==> src/rtl/ulaplus_palette_ctrl.sv <==
// ---------------------------------------------------------------------------
// ulaplus_palette_ctrl
//
// CPU-side front end and access arbiter for the 64-byte ULAplus palette RAM
// (asynchronous read, synchronous write). It decodes the two ULAplus I/O
// ports from the Z80 bus and holds the register-select and mode registers.
// It shares the single RAM address port between video lookups and CPU
// accesses. Video always wins, and the CPU is stalled through wait_n when its
// access cannot complete.
//
// Ports
//   clk, rst                 system clock, asynchronous active-high reset
//   cpu_a, cpu_din           Z80 address bus / write data (synchronous to clk)
//   iorq_n, rd_n, wr_n       Z80 I/O strobes, active low
//   cpu_dout, cpu_oe         data-port read data and its bus-drive enable
//   wait_n                   Z80 WAIT, active low
//   vid_req, vid_idx         video palette lookup request and index
//   vid_color, vid_valid     registered palette entry (GGGRRRBB), update flag
//   ulap_en                  mode register bit 0
//   ram_a, ram_din, ram_we   palette RAM address / write data / write enable
//   ram_dout                 palette RAM read data (combinational)
//
// Handshake: a CPU access is taken on the clock edge where the FSM is IDLE,
// a port-matched strobe is high and served is clear. served then stays set
// until both strobes are seen low, so a single long bus cycle is taken only
// once. While an access cannot be taken or finished, wait_n is held low.
// ---------------------------------------------------------------------------
module ulaplus_palette_ctrl #(
  parameter logic [15:0] SELPORT  = 16'hBF3B,
  parameter logic [15:0] DATAPORT = 16'hFF3B
) (
  input  logic        clk,
  input  logic        rst,
  input  logic [15:0] cpu_a,
  input  logic [7:0]  cpu_din,
  input  logic        iorq_n,
  input  logic        rd_n,
  input  logic        wr_n,
  output logic [7:0]  cpu_dout,
  output logic        cpu_oe,
  output logic        wait_n,
  input  logic        vid_req,
  input  logic [5:0]  vid_idx,
  output logic [7:0]  vid_color,
  output logic        vid_valid,
  output logic        ulap_en,
  output logic [5:0]  ram_a,
  output logic [7:0]  ram_din,
  output logic        ram_we,
  input  logic [7:0]  ram_dout
);

  typedef enum logic [1:0] {
    IDLE  = 2'd0,
    WPEND = 2'd1,
    RPEND = 2'd2,
    RDONE = 2'd3
  } state_t;

  state_t      state;
  logic [7:0]  sel;
  logic        mode;
  logic [13:0] wbuf;   // {palette index, data} of the write waiting for the RAM
  logic [7:0]  rdbuf;
  logic        served;

  logic wstb;
  logic rstb;
  logic sel_hit;
  logic data_hit;
  logic wr_sel;
  logic wr_data;
  logic rd_data;
  logic acc_any;
  logic accept;

  assign wstb     = ~iorq_n & ~wr_n;
  assign rstb     = ~iorq_n & ~rd_n;
  assign sel_hit  = (cpu_a == SELPORT);
  assign data_hit = (cpu_a == DATAPORT);

  // The select port is write-only, so only the data port answers reads.
  assign wr_sel  = wstb & sel_hit;
  assign wr_data = wstb & data_hit;
  assign rd_data = rstb & data_hit;
  assign acc_any = wr_sel | wr_data | rd_data;
  assign accept  = (state == IDLE) & acc_any & ~served;

  // A fresh access arriving while the FSM is busy is held off until it can
  // be taken from IDLE; a palette read is held until the RAM is free.
  assign wait_n = ~((state == RPEND) | ((state != IDLE) & acc_any & ~served));

  assign cpu_oe   = (state == RDONE) & rstb;
  assign cpu_dout = rdbuf;
  assign ulap_en  = mode;

  // Video owns the RAM port whenever it asks; CPU writes only fire on free
  // cycles, so ram_we can never collide with a video lookup.
  always_comb begin
    ram_a = sel[5:0];
    if (vid_req) begin
      ram_a = vid_idx;
    end else if (state == WPEND) begin
      ram_a = wbuf[13:8];
    end
  end

  assign ram_din = wbuf[7:0];
  assign ram_we  = (state == WPEND) & ~vid_req;

  always_ff @(posedge clk or posedge rst) begin
    if (rst) begin
      state     <= IDLE;
      sel       <= 8'h00;
      mode      <= 1'b0;
      wbuf      <= 14'h0000;
      rdbuf     <= 8'h00;
      served    <= 1'b0;
      vid_color <= 8'h00;
      vid_valid <= 1'b0;
    end else begin
      if (accept) begin
        served <= 1'b1;
      end else if (~wstb & ~rstb) begin
        served <= 1'b0;
      end

      // Video lookup has a fixed latency of one cycle.
      if (vid_req) begin
        vid_color <= ram_dout;
        vid_valid <= 1'b1;
      end else begin
        vid_valid <= 1'b0;
      end

      case (state)
        IDLE: begin
          if (accept) begin
            if (wr_sel) begin
              sel <= cpu_din;
            end else if (wr_data) begin
              case (sel[7:6])
                2'b00: begin
                  wbuf  <= {sel[5:0], cpu_din};
                  state <= WPEND;
                end
                2'b01:   mode <= cpu_din[0];
                default: ;  // unknown group: write is swallowed
              endcase
            end else begin
              case (sel[7:6])
                2'b00: state <= RPEND;
                2'b01: begin
                  rdbuf <= {7'b0000000, mode};
                  state <= RDONE;
                end
                default: begin
                  rdbuf <= 8'hFF;
                  state <= RDONE;
                end
              endcase
            end
          end
        end
        WPEND: begin
          if (~vid_req) begin
            state <= IDLE;
          end
        end
        RPEND: begin
          if (~vid_req) begin
            rdbuf <= ram_dout;
            state <= RDONE;
          end
        end
        RDONE: begin
          // Hold the read data on the bus until the CPU drops RD.
          if (~rstb) begin
            state <= IDLE;
          end
        end
        default: state <= IDLE;
      endcase
    end
  end

endmodule

==> config.mk <==
export PLATFORM = sky130hd
export DESIGN_NAME = ulaplus_palette_ctrl
export DESIGN_NICKNAME = d
export VERILOG_FILES = /design/src/rtl/ulaplus_palette_ctrl.sv
export SDC_FILE = /design/constraint.sdc
export NUM_CORES = 1
export LEC_CHECK = 0
export ABC_CLOCK_PERIOD_IN_PS = 3700
export BUFFER_PORTS_ARGS = -buffer_cell sky130_fd_sc_hd__buf_4
export CORE_MARGIN = 4
export CORE_UTILIZATION = 40
export DETAILED_ROUTE_END_ITERATION = 10
export GPL_TIMING_DRIVEN = 0
export HOLD_SLACK_MARGIN = 0.02
export PLACE_DENSITY_LB_ADDON = 0.15
export SKIP_LAST_GASP = 1
export SLEW_MARGIN = 40
export SYNTH_ARGS = -nofsm -noshare
export SYNTH_HDL_FRONTEND = slang
export SYNTH_SLANG_ARGS = --single-unit
==> constraint.sdc <==
create_clock -name clk -period 3.7 [get_ports clk]
set_clock_uncertainty 0.05 [all_clocks]
set_input_delay 0.37 -clock clk [delete_from_list [all_inputs] [get_ports clk]]
set_output_delay 0.37 -clock clk [all_outputs]
set_load 0.01 [all_outputs]
==> results.py, run 1 <==
metrics = {
    "run_status": {
        "status": "finished clean",
    },
    "sta": {
        "relSlewSlack": 0.445,
        "period_minus_slack_ns": 2.62,
        "setup_tns_ns": 0,
        "drv_slew": 0,
        "rsz0062_at_grt": "no",
        "period_share": 0.708,
        "fmaxAchievable_mhz": 382,
        "setup_viol": 0,
        "hold_violations": 0,
        "tightest_slew_ns": 0.821,
    },
    "worst_setup_path": {
        "required_ns": 3.28,
        "crit_path_end_kind": "output pin",
        "startpoint_type": "flop",
        "crit_chain": "nand4b_1 -> or4_1 -> buf_2 -> a211oi_1 -> a21oi_1 -> buf_4",
        "crit_path_max_incr_delay_ns": 0.52,
        "critPathKind": "reg2out",
        "crit_start": "served",
        "r2r.worst_path.cells": 7,
        "regToRegEndpoint": "wbuf[5]",
        "cp.arrival_ns": 2.20,
        "cpMaxStageDelayCell": "or4_1",
        "critPathMaxFanout": 7,
        "timing.rr.start": "served",
        "r2r_slack_ns": 1.11,
    },
    "cells_and_area": {
        "nNetsFinal": 304,
        "antenna_cells": 0,
        "final_util": 0.574,
        "fillerInstances": 453,
        "layout-drive-gt1-share": 0.510,
        "synthToLayoutAreaGrowth_pct": 37.9,
        "regArea_mm2": 0.00108,
        "multi_input_area_um2": 962,
    },
    "clock_tree": {
        "cts_buffers": 5,
        "post_cts_buffers": 0,
        "h-tree-depth": 2,
        "cts_sinks": 43,
        "clkTransAtPathRegs_ns": 0.07,
        "worstSkewPairLatency_ns": 0.29,
        "cts_max_path_buffers": 2,
        "root_buffer": "clkbuf_8",
        "cts_tree": "built",
        "cts_hold_buf": 0,
        "cts_resized": 0,
    },
    "global_route": {
        "antenna_found_initial": 0,
        "grt_pass1_vias": 1676,
        "overflow": 0,
        "grt_pass1_wl_mm": 7.78,
        "grtUsageTotal": 0.154,
        "grt_max_degree": 44,
    },
    "power_and_ir_drop": {
        "ir_worst_vdd_uv": 248,
        "power_density_mw_per_mm2": 307,
        "p_leak_nw": 1.46,
    },
    "routing": {
        "ant_nets": 0,
        "routed_wl_mm": 4.82,
        "viasPerCell": 5.02,
        "drc": 0,
        "first_iter_violations": 74,
        "avgRoutedWirePerCell_um": 14.5,
        "firstDrtPassIters": 4,
        "vias": 1662,
    },
    "floorplanning": {
        "dieArea_mm2": 0.00662,
        "die_y_um": 81.4,
        "initial_core_util": 0.416,
        "ios": 79,
        "rows": 26,
        "core_area_mm2": 0.00517,
        "die_w_um": 81.4,
    },
    "synthesis": {
        "synthArstFlopShare": 1.00,
        "synth_flop_cell": "dfrtp_1",
        "synth_cell_types": 41,
        "synth-seq-cells": 43,
        "synth_edf_count": 0,
        "synth_nets": 219,
        "synth_area_mm2": 0.00215,
        "yosys_warnings": 0,
        "synth.avg_cell_area_um2": 12.3,
        "ys_seq_area_frac": 0.500,
        "syn_inst": 175,
    },
    "placed_design": {
        "gp_congestion": 0.796,
        "dp_hpwl_mm": 3.67,
        "io_buffers": 77,
    },
    "job": {
        "max_cap_viol_count": 0,
    },
    "worst_hold_path": {
        "min_path_type": "in2async",
    },
}
## through the flow
stage / instances / cell area [um^2] / hold WS [ns] / worst slack (ns) / power, W
floorplan: 175 / 2150 / 0.351 / 1.25 / 0.000531
global placement: 322 / 2820 / 0.415 / 0.802 / 0.000598
detailed placement: 323 / 2870 / 0.373 / 1.03 / 0.000604
CTS: 331 / 2970 / 0.0566 / 1.07 / 0.000925
global route: 331 / 2970 / 0.0622 / 0.969 / 0.000955
finish: 331 / 2970 / 0.0545 / 1.08 / 0.000911
## placed cells by master (no fill, tap or decap), types with 2 or more instances in the layout
master	n
or4_1	2
clkbuf_1	8
mux2_2	21
buf_4	85
dfrtp_1	43
mux2i_1	6
nor3b_1	3
inv_1	2
nor3_1	2
a221o_1	7
clkbuf_8	7
mux2_4	10
a21oi_1	2
nand2_1	13
nor4_1	2
nand2b_1	2
nand4b_1	6
o21ai_0	6
nor2_1	4
nor2b_1	4
## synthesized netlist by cell type, drive strengths merged (2+ instances only)
library cell	n	area (um^2)
a21oi	2	10.0
a221o	7	70.1
buf	11	96.3
clkbuf	7	26.3
dfrtp	43	1080
inv	3	11.3
mux2	31	387
mux2i	6	60.1
nand2	13	48.8
nand2b	2	12.5
nand4b	6	52.6
nor2	4	15.0
nor2b	4	25.0
nor3	2	10.0
nor3b	4	30.0
nor4	4	31.3
o21ai	6	30.0
or4	3	26.3
## where the power goes
group | internal [W] | total, W | switching (W)
Combinational | 0.0000609 | 0.000109 | 0.0000478
Clock | 0.000170 | 0.000319 | 0.000149
Sequential | 0.000479 | 0.000484 | 0.00000471
## worst max-delay path by stage
stage	endpoint	slack (ns)	cells after the start
2_1_floorplan	wbuf[0]	1.25	7
3_3_place_gp	sel[4]	0.80	6
3_5_place_dp	wbuf[8]	1.03	8
4_1_cts	wait_n	1.07	6
5_1_grt	wait_n	0.97	6
6_report	wait_n	1.08	6
## layout make-up
cell class / instances / share of cell area
plain buffers: 18 / 0.0413
clock buffers: 8 / 0.0337
inverters: 3 / 0.00464
multi-input cells: 111 / 0.324
flip-flops and latches: 43 / 0.363
well taps: 70 / 0.0295
repair buffers: 78 / 0.204
## critical path, delay by kind of cell (launching register included)
| kind | cells | cell delay, ns |
|---|---|---|
| AND/OR/NAND/NOR | 2 | 0.73 |
| AO/OA/AOI/OAI | 2 | 0.43 |
| flip-flops | 1 | 0.38 |
| buffers and inverters | 2 | 0.36 |
## cell families after synthesis
| group | Yosys count | synth area share |
|---|---|---|
| AOI/OAI and AO/OA | 26 | 0.0919 |
| buffers and inverters | 21 | 0.0622 |
| and+or+nand+nor | 48 | 0.138 |
| DFF | 43 | 0.500 |
| muxes | 37 | 0.208 |
## layer usage
metal	routed length [um]	up-vias	track usage	part of all wire
li1	-	812	-	-
met1	2120	794	0.202	0.44
met2	2270	49	0.238	0.47
met3	385	7	0.0543	0.080
met4	49	0	0.0456	0.010
met5	0	-	0	0
## state kept, by name, summed over array words and instances, names as in the netlist
signal,count
vid_color,8
cpu_dout,8
served,1
ulap_en,1
vid_valid,1
wbuf,14
state,2
sel,8
Note: power is estimated with default switching activity, not from simulation.
==> run 2, diff against run 1 <==
--- a/config.mk
+++ b/config.mk
@@ -5,7 +5,7 @@
 export SDC_FILE = /design/constraint.sdc
 export NUM_CORES = 1
 export LEC_CHECK = 0
-export ABC_CLOCK_PERIOD_IN_PS = 3700
+export ABC_CLOCK_PERIOD_IN_PS = 2600
 export BUFFER_PORTS_ARGS = -buffer_cell sky130_fd_sc_hd__buf_4
 export CORE_MARGIN = 4
 export CORE_UTILIZATION = 40
==> constraint.sdc (replaced) <==
create_clock -name clk -period 2.6 [get_ports clk]
set_clock_uncertainty 0.05 [all_clocks]
set_input_delay 0.26 -clock clk [delete_from_list [all_inputs] [get_ports clk]]
set_output_delay 0.26 -clock clk [all_outputs]
set_load 0.01 [all_outputs]
==> results.py, run 2 (synthesis gave the netlist of run 1 again) <==
metrics = {
    "clock_tree": {
        "h-tree-depth": 2,
        "cts_tree": "built",
        "clkTransAtPathRegs_ns": 0.07,
        "cts_max_path_buffers": 2,
        "root_buffer": "clkbuf_8",
        "worstSkewPairLatency_ns": 0.29,
        "cts_sinks": 43,
        "cts_buffers": 5,
    },
    "cells_and_area": {
        "synthToLayoutAreaGrowth_pct": 39.0,
        "fillerInstances": 453,
        "layout_common_cells": "buf_4 (86), dfrtp_1 (43), mux2_2 (21)",
        "post-route-cell-area_mm2": 0.00299,
        "regMostFlops": "wbuf",
        "final_common_cell": "buf_4",
        "nNetsFinal": 306,
        "largest_register_ffs": 14,
        "antenna_cells": 0,
        "layout-drive-gt1-share": 0.510,
    },
    "sta": {
        "fmaxAchievable_mhz": 407,
        "rsz0062_at_grt": "no",
        "period_minus_slack_ns": 2.46,
        "relSlewSlack": 0.465,
        "period_share": 0.946,
        "hold_violations": 0,
        "setup_tns_ns": 0,
        "drv_slew": 0,
        "setup_viol": 0,
        "tightest_slew_ns": 0.796,
    },
    "global_route": {
        "grtUsageTotal": 0.154,
        "overflow": 0,
        "grt_pass1_wl_mm": 7.79,
        "grt_pass1_vias": 1675,
        "antenna_found_initial": 0,
        "grt_max_degree": 44,
    },
    "floorplanning": {
        "rows": 26,
        "die_w_um": 81.4,
        "core_area_mm2": 0.00517,
        "initial_core_util": 0.416,
        "die_y_um": 81.4,
        "dieArea_mm2": 0.00662,
        "ios": 79,
    },
    "power_and_ir_drop": {
        "ir_worst_vdd_uv": 353,
        "p_leak_nw": 1.47,
        "total_power_w": 0.00130,
        "power_density_mw_per_mm2": 434,
    },
    "worst_setup_path": {
        "critPathKind": "reg2reg",
        "required_ns": 2.72,
        "cpMaxStageDelayCell": "or4_4",
        "cp.arrival_ns": 2.58,
        "worst_path_most_repeated_cell": "buf_6",
        "crit_start": "served",
        "timing.rr.start": "served",
        "crit_chain": "nand4b_1 -> or4_1 -> buf_6 -> or4_4 -> buf_6 -> buf_12 -> mux2_4",
        "regToRegEndpoint": "wbuf[5]",
        "startpoint_type": "flop",
        "crit_path_max_incr_delay_ns": 0.51,
        "r2r.worst_path.cells": 7,
        "critPathMaxFanout": 10,
        "r2r_slack_ns": 0.14,
        "crit_path_end_kind": "flop",
    },
    "job": {
        "max_cap_viol_count": 0,
    },
    "routing": {
        "drc": 0,
        "routed_wl_mm": 4.84,
        "avgRoutedWirePerCell_um": 14.5,
        "first_iter_violations": 73,
        "viasPerCell": 4.99,
        "vias": 1663,
        "firstDrtPassIters": 4,
        "ant_nets": 0,
    },
    "placed_design": {
        "io_buffers": 77,
        "gp_congestion": 0.796,
        "placed_area_mm2": 0.00287,
        "dp_hpwl_mm": 3.67,
    },
    "worst_hold_path": {
        "min_path_type": "in2reg",
        "min_path_cells": 1,
        "hold_end": "vid_valid",
        "min_from": "vid_req",
    },
    "run_status": {
        "status": "finished clean",
    },
}
-- run 2: cell count changes in the layout (fill, tap and decap cells not counted), sizes merged --
cell	previous run	this run
dlygate4sd3	0	1
buf	89	90
-- run 2: how the worst max path moves through the flow --
| stage | end | slack [ns] | cells after the start |
|---|---|---|---|
| floorplan | wbuf[0] | 0.15 | 7 |
| global placement | sel[4] | -0.21 | 5 |
| detailed placement | wbuf[8] | 0.02 | 7 |
| CTS | wbuf[5] | 0.008 | 7 |
| global route | wbuf[13] | 0.09 | 7 |
| finish | wbuf[5] | 0.14 | 7 |
-- run 2: final cells by class --
type,count,area (um^2),share of cell area
Sequential cell,43,1080,0.360
Buffer,18,129,0.0431
Clock buffer,8,100,0.0335
Tap cell,70,87.6,0.0293
Multi-Input combinational cell,111,962,0.322
Timing Repair Buffer,80,623,0.208
Inverter,3,13.8,0.00460
-- run 2: where the power goes --
part           internal [W]  switching [W]
combinational     0.0000884      0.0000688
sequential         0.000682     0.00000670
clock              0.000242       0.000211
-- run 2: routing by layer --
layer,track usage,routed length (um)
met1,0.202,2150
met2,0.238,2240
met3,0.0543,396
met4,0.0456,48
met5,0,0
-- run 2: repair_timing --
item | in CTS | in global routing
hold buffers | 1 | 0
setup buffers | 0 | 1
resized for setup | 1 | 1
endpoints found under the setup margin | 1 | 11
hold endpoints to repair | 43 | 0
pin swaps | 0 | 1
-- run 2: per-stage QoR --
stage | hold WS [ns] | cells | worst slack, ns | utilization
after floorplan | 0.241 | 175 | 0.155 | -
after global placement | 0.328 | 322 | -0.214 | 0.545
after detailed placement | 0.263 | 323 | 0.0179 | 0.554
after CTS | 0.0222 | 332 | 0.00848 | 0.576
after global routing | 0.0232 | 333 | 0.0882 | 0.578
final | 0.0312 | 333 | 0.141 | 0.578
-- run 2: worst max-delay path, delay by kind of cell, from the launching register on --
kind	cells	cell delay, ns
AND/OR/NAND/NOR	3	1.17
flip-flops	1	0.38
buffers and inverters	3	0.46
multiplexers	1	0.29
==> run 3, diff against run 2 <==
--- a/config.mk
+++ b/config.mk
@@ -9,10 +9,12 @@
 export BUFFER_PORTS_ARGS = -buffer_cell sky130_fd_sc_hd__buf_4
 export CORE_MARGIN = 4
 export CORE_UTILIZATION = 40
+export CTS_CLUSTER_SIZE = 40
 export DETAILED_ROUTE_END_ITERATION = 10
 export GPL_TIMING_DRIVEN = 0
 export HOLD_SLACK_MARGIN = 0.02
 export PLACE_DENSITY_LB_ADDON = 0.15
+export RECOVER_POWER = 25
 export SKIP_LAST_GASP = 1
 export SLEW_MARGIN = 40
 export SYNTH_ARGS = -nofsm -noshare
==> results.py, run 3 (synthesis gave the netlist of run 1 again) <==
metrics = {
    "worst_setup_path": {
        "required_ns": 2.72,
        "startpoint_type": "flop",
        "critPathMaxFanout": 10,
        "critPathKind": "reg2reg",
        "crit_path_end_kind": "flop",
        "cp.arrival_ns": 2.58,
    },
    "sta": {
        "period_share": 0.946,
        "hold_violations": 0,
        "rsz0062_at_grt": "no",
        "period_minus_slack_ns": 2.46,
        "fmaxAchievable_mhz": 407,
        "tightest_slew_ns": 1.06,
        "relSlewSlack": 0.294,
        "setup_viol": 0,
        "hold_ws_ns": 0.0544,
        "drv_slew": 0,
    },
    "global_route": {
        "grt_pass1_vias": 1675,
        "antenna_found_initial": 0,
        "grt_max_degree": 44,
        "overflow": 0,
        "grt_pass1_wl_mm": 7.79,
        "grtUsageTotal": 0.154,
    },
    "run_status": {
        "status": "finished clean",
    },
    "routing": {
        "viasPerCell": 4.97,
        "vias": 1656,
        "avgRoutedWirePerCell_um": 14.5,
        "drc": 0,
        "firstDrtPassIters": 4,
        "first_iter_violations": 68,
        "ant_nets": 0,
        "routed_wl_mm": 4.84,
    },
    "cells_and_area": {
        "layout-drive-gt1-share": 0.506,
        "final_common_cell": "buf_4",
        "regMostFlops": "wbuf",
        "largest_register_ffs": 14,
        "nNetsFinal": 306,
        "antenna_cells": 0,
        "synthToLayoutAreaGrowth_pct": 37.7,
        "layout_common_cells": "buf_4 (84), dfrtp_1 (43), mux2_2 (21)",
    },
    "floorplanning": {
        "dieArea_mm2": 0.00662,
        "die_y_um": 81.4,
        "die_w_um": 81.4,
        "core_area_mm2": 0.00517,
        "ios": 79,
        "rows": 26,
        "initial_core_util": 0.416,
    },
    "placed_design": {
        "gp_congestion": 0.796,
        "dp_hpwl_mm": 3.67,
        "io_buffers": 77,
    },
    "clock_tree": {
        "worstSkewPairLatency_ns": 0.29,
        "clkTransAtPathRegs_ns": 0.07,
        "cts_tree": "built",
        "cts_buffers": 5,
        "h-tree-depth": 2,
        "cts_max_path_buffers": 2,
        "root_buffer": "clkbuf_8",
        "cts_sinks": 43,
    },
    "worst_hold_path": {
        "min_path_type": "in2reg",
    },
    "power_and_ir_drop": {
        "total_power_w": 0.00129,
        "power_density_mw_per_mm2": 436,
        "p_leak_nw": 1.45,
        "ir_worst_vdd_uv": 353,
    },
    "job": {
        "max_cap_viol_count": 0,
    },
}
[run 3: critical path: stages (launching register included)]
cell,delay (ns)
dfrtp_1,0.38
nand4b_1,0.22
or4_1,0.44
buf_6,0.16
or4_4,0.51
buf_6,0.15
buf_12,0.15
mux2_4,0.29
[run 3: routing by layer]
| metal | global-route usage | wire length (um) | share of wire | vias up |
|---|---|---|---|---|
| met1 | 0.202 | 2170 | 0.45 | 781 |
| met5 | 0 | 0 | 0 | - |
| met4 | 0.0456 | 48 | 0.0099 | 0 |
| met2 | 0.238 | 2240 | 0.46 | 50 |
| li1 | - | - | - | 817 |
| met3 | 0.0543 | 382 | 0.079 | 8 |
[run 3: final timing paths]
kind / slack [ns] / depth (start not counted) / endpoint / start
worst max-delay path: 0.14 / 7 / wbuf[5] / served
worst min-delay path: 0.05 / 1 / vid_valid / vid_req
worst max register to register: 0.14 / 7 / wbuf[5] / served
worst min register to register: 0.45 / 1 / cpu_dout[0] / cpu_dout[0]
max in group asynchronous: 1.06 / 4 / sel[7] / rst
min in group asynchronous: 0.80 / 4 / vid_color[6] / rst
[run 3: cell type report]
class                   count  area, um^2
plain buffers              18         129
clock buffers               8         100
fillers                   456        2210
inverters                   3        12.5
multi-input cells         111         962
flip-flops and latches     43        1080
well taps                  70        87.6
repair buffers             80         597
[run 3: report_power, final]
| part | switching [W] | internal, W | total (W) |
|---|---|---|---|
| Clock | 0.000210 | 0.000242 | 0.000452 |
| Sequential | 0.00000668 | 0.000682 | 0.000689 |
| Combinational | 0.0000680 | 0.0000836 | 0.000152 |
| Total | 0.000285 | 0.00101 | 0.00129 |
[run 3: what timing repair did]
action	in CTS	in global routing
cloned	0	0
resized for setup	1	1
pin swaps	0	1
endpoints found under the setup margin	1	11
hold endpoints to repair	43	0
buffers inserted	0	1
hold buffers	1	0
[run 3: per-stage QoR]
stage,cells,setup TNS [ns],instance area [um^2],utilization,setup WS [ns]
after floorplan,175,0,2150,-,0.155
after global placement,322,-2.21,2820,0.545,-0.214
after detailed placement,323,0,2870,0.554,0.0179
after CTS,332,0,2980,0.576,0.00848
after global routing,333,0,2960,0.573,0.0882
final,333,0,2960,0.573,0.141
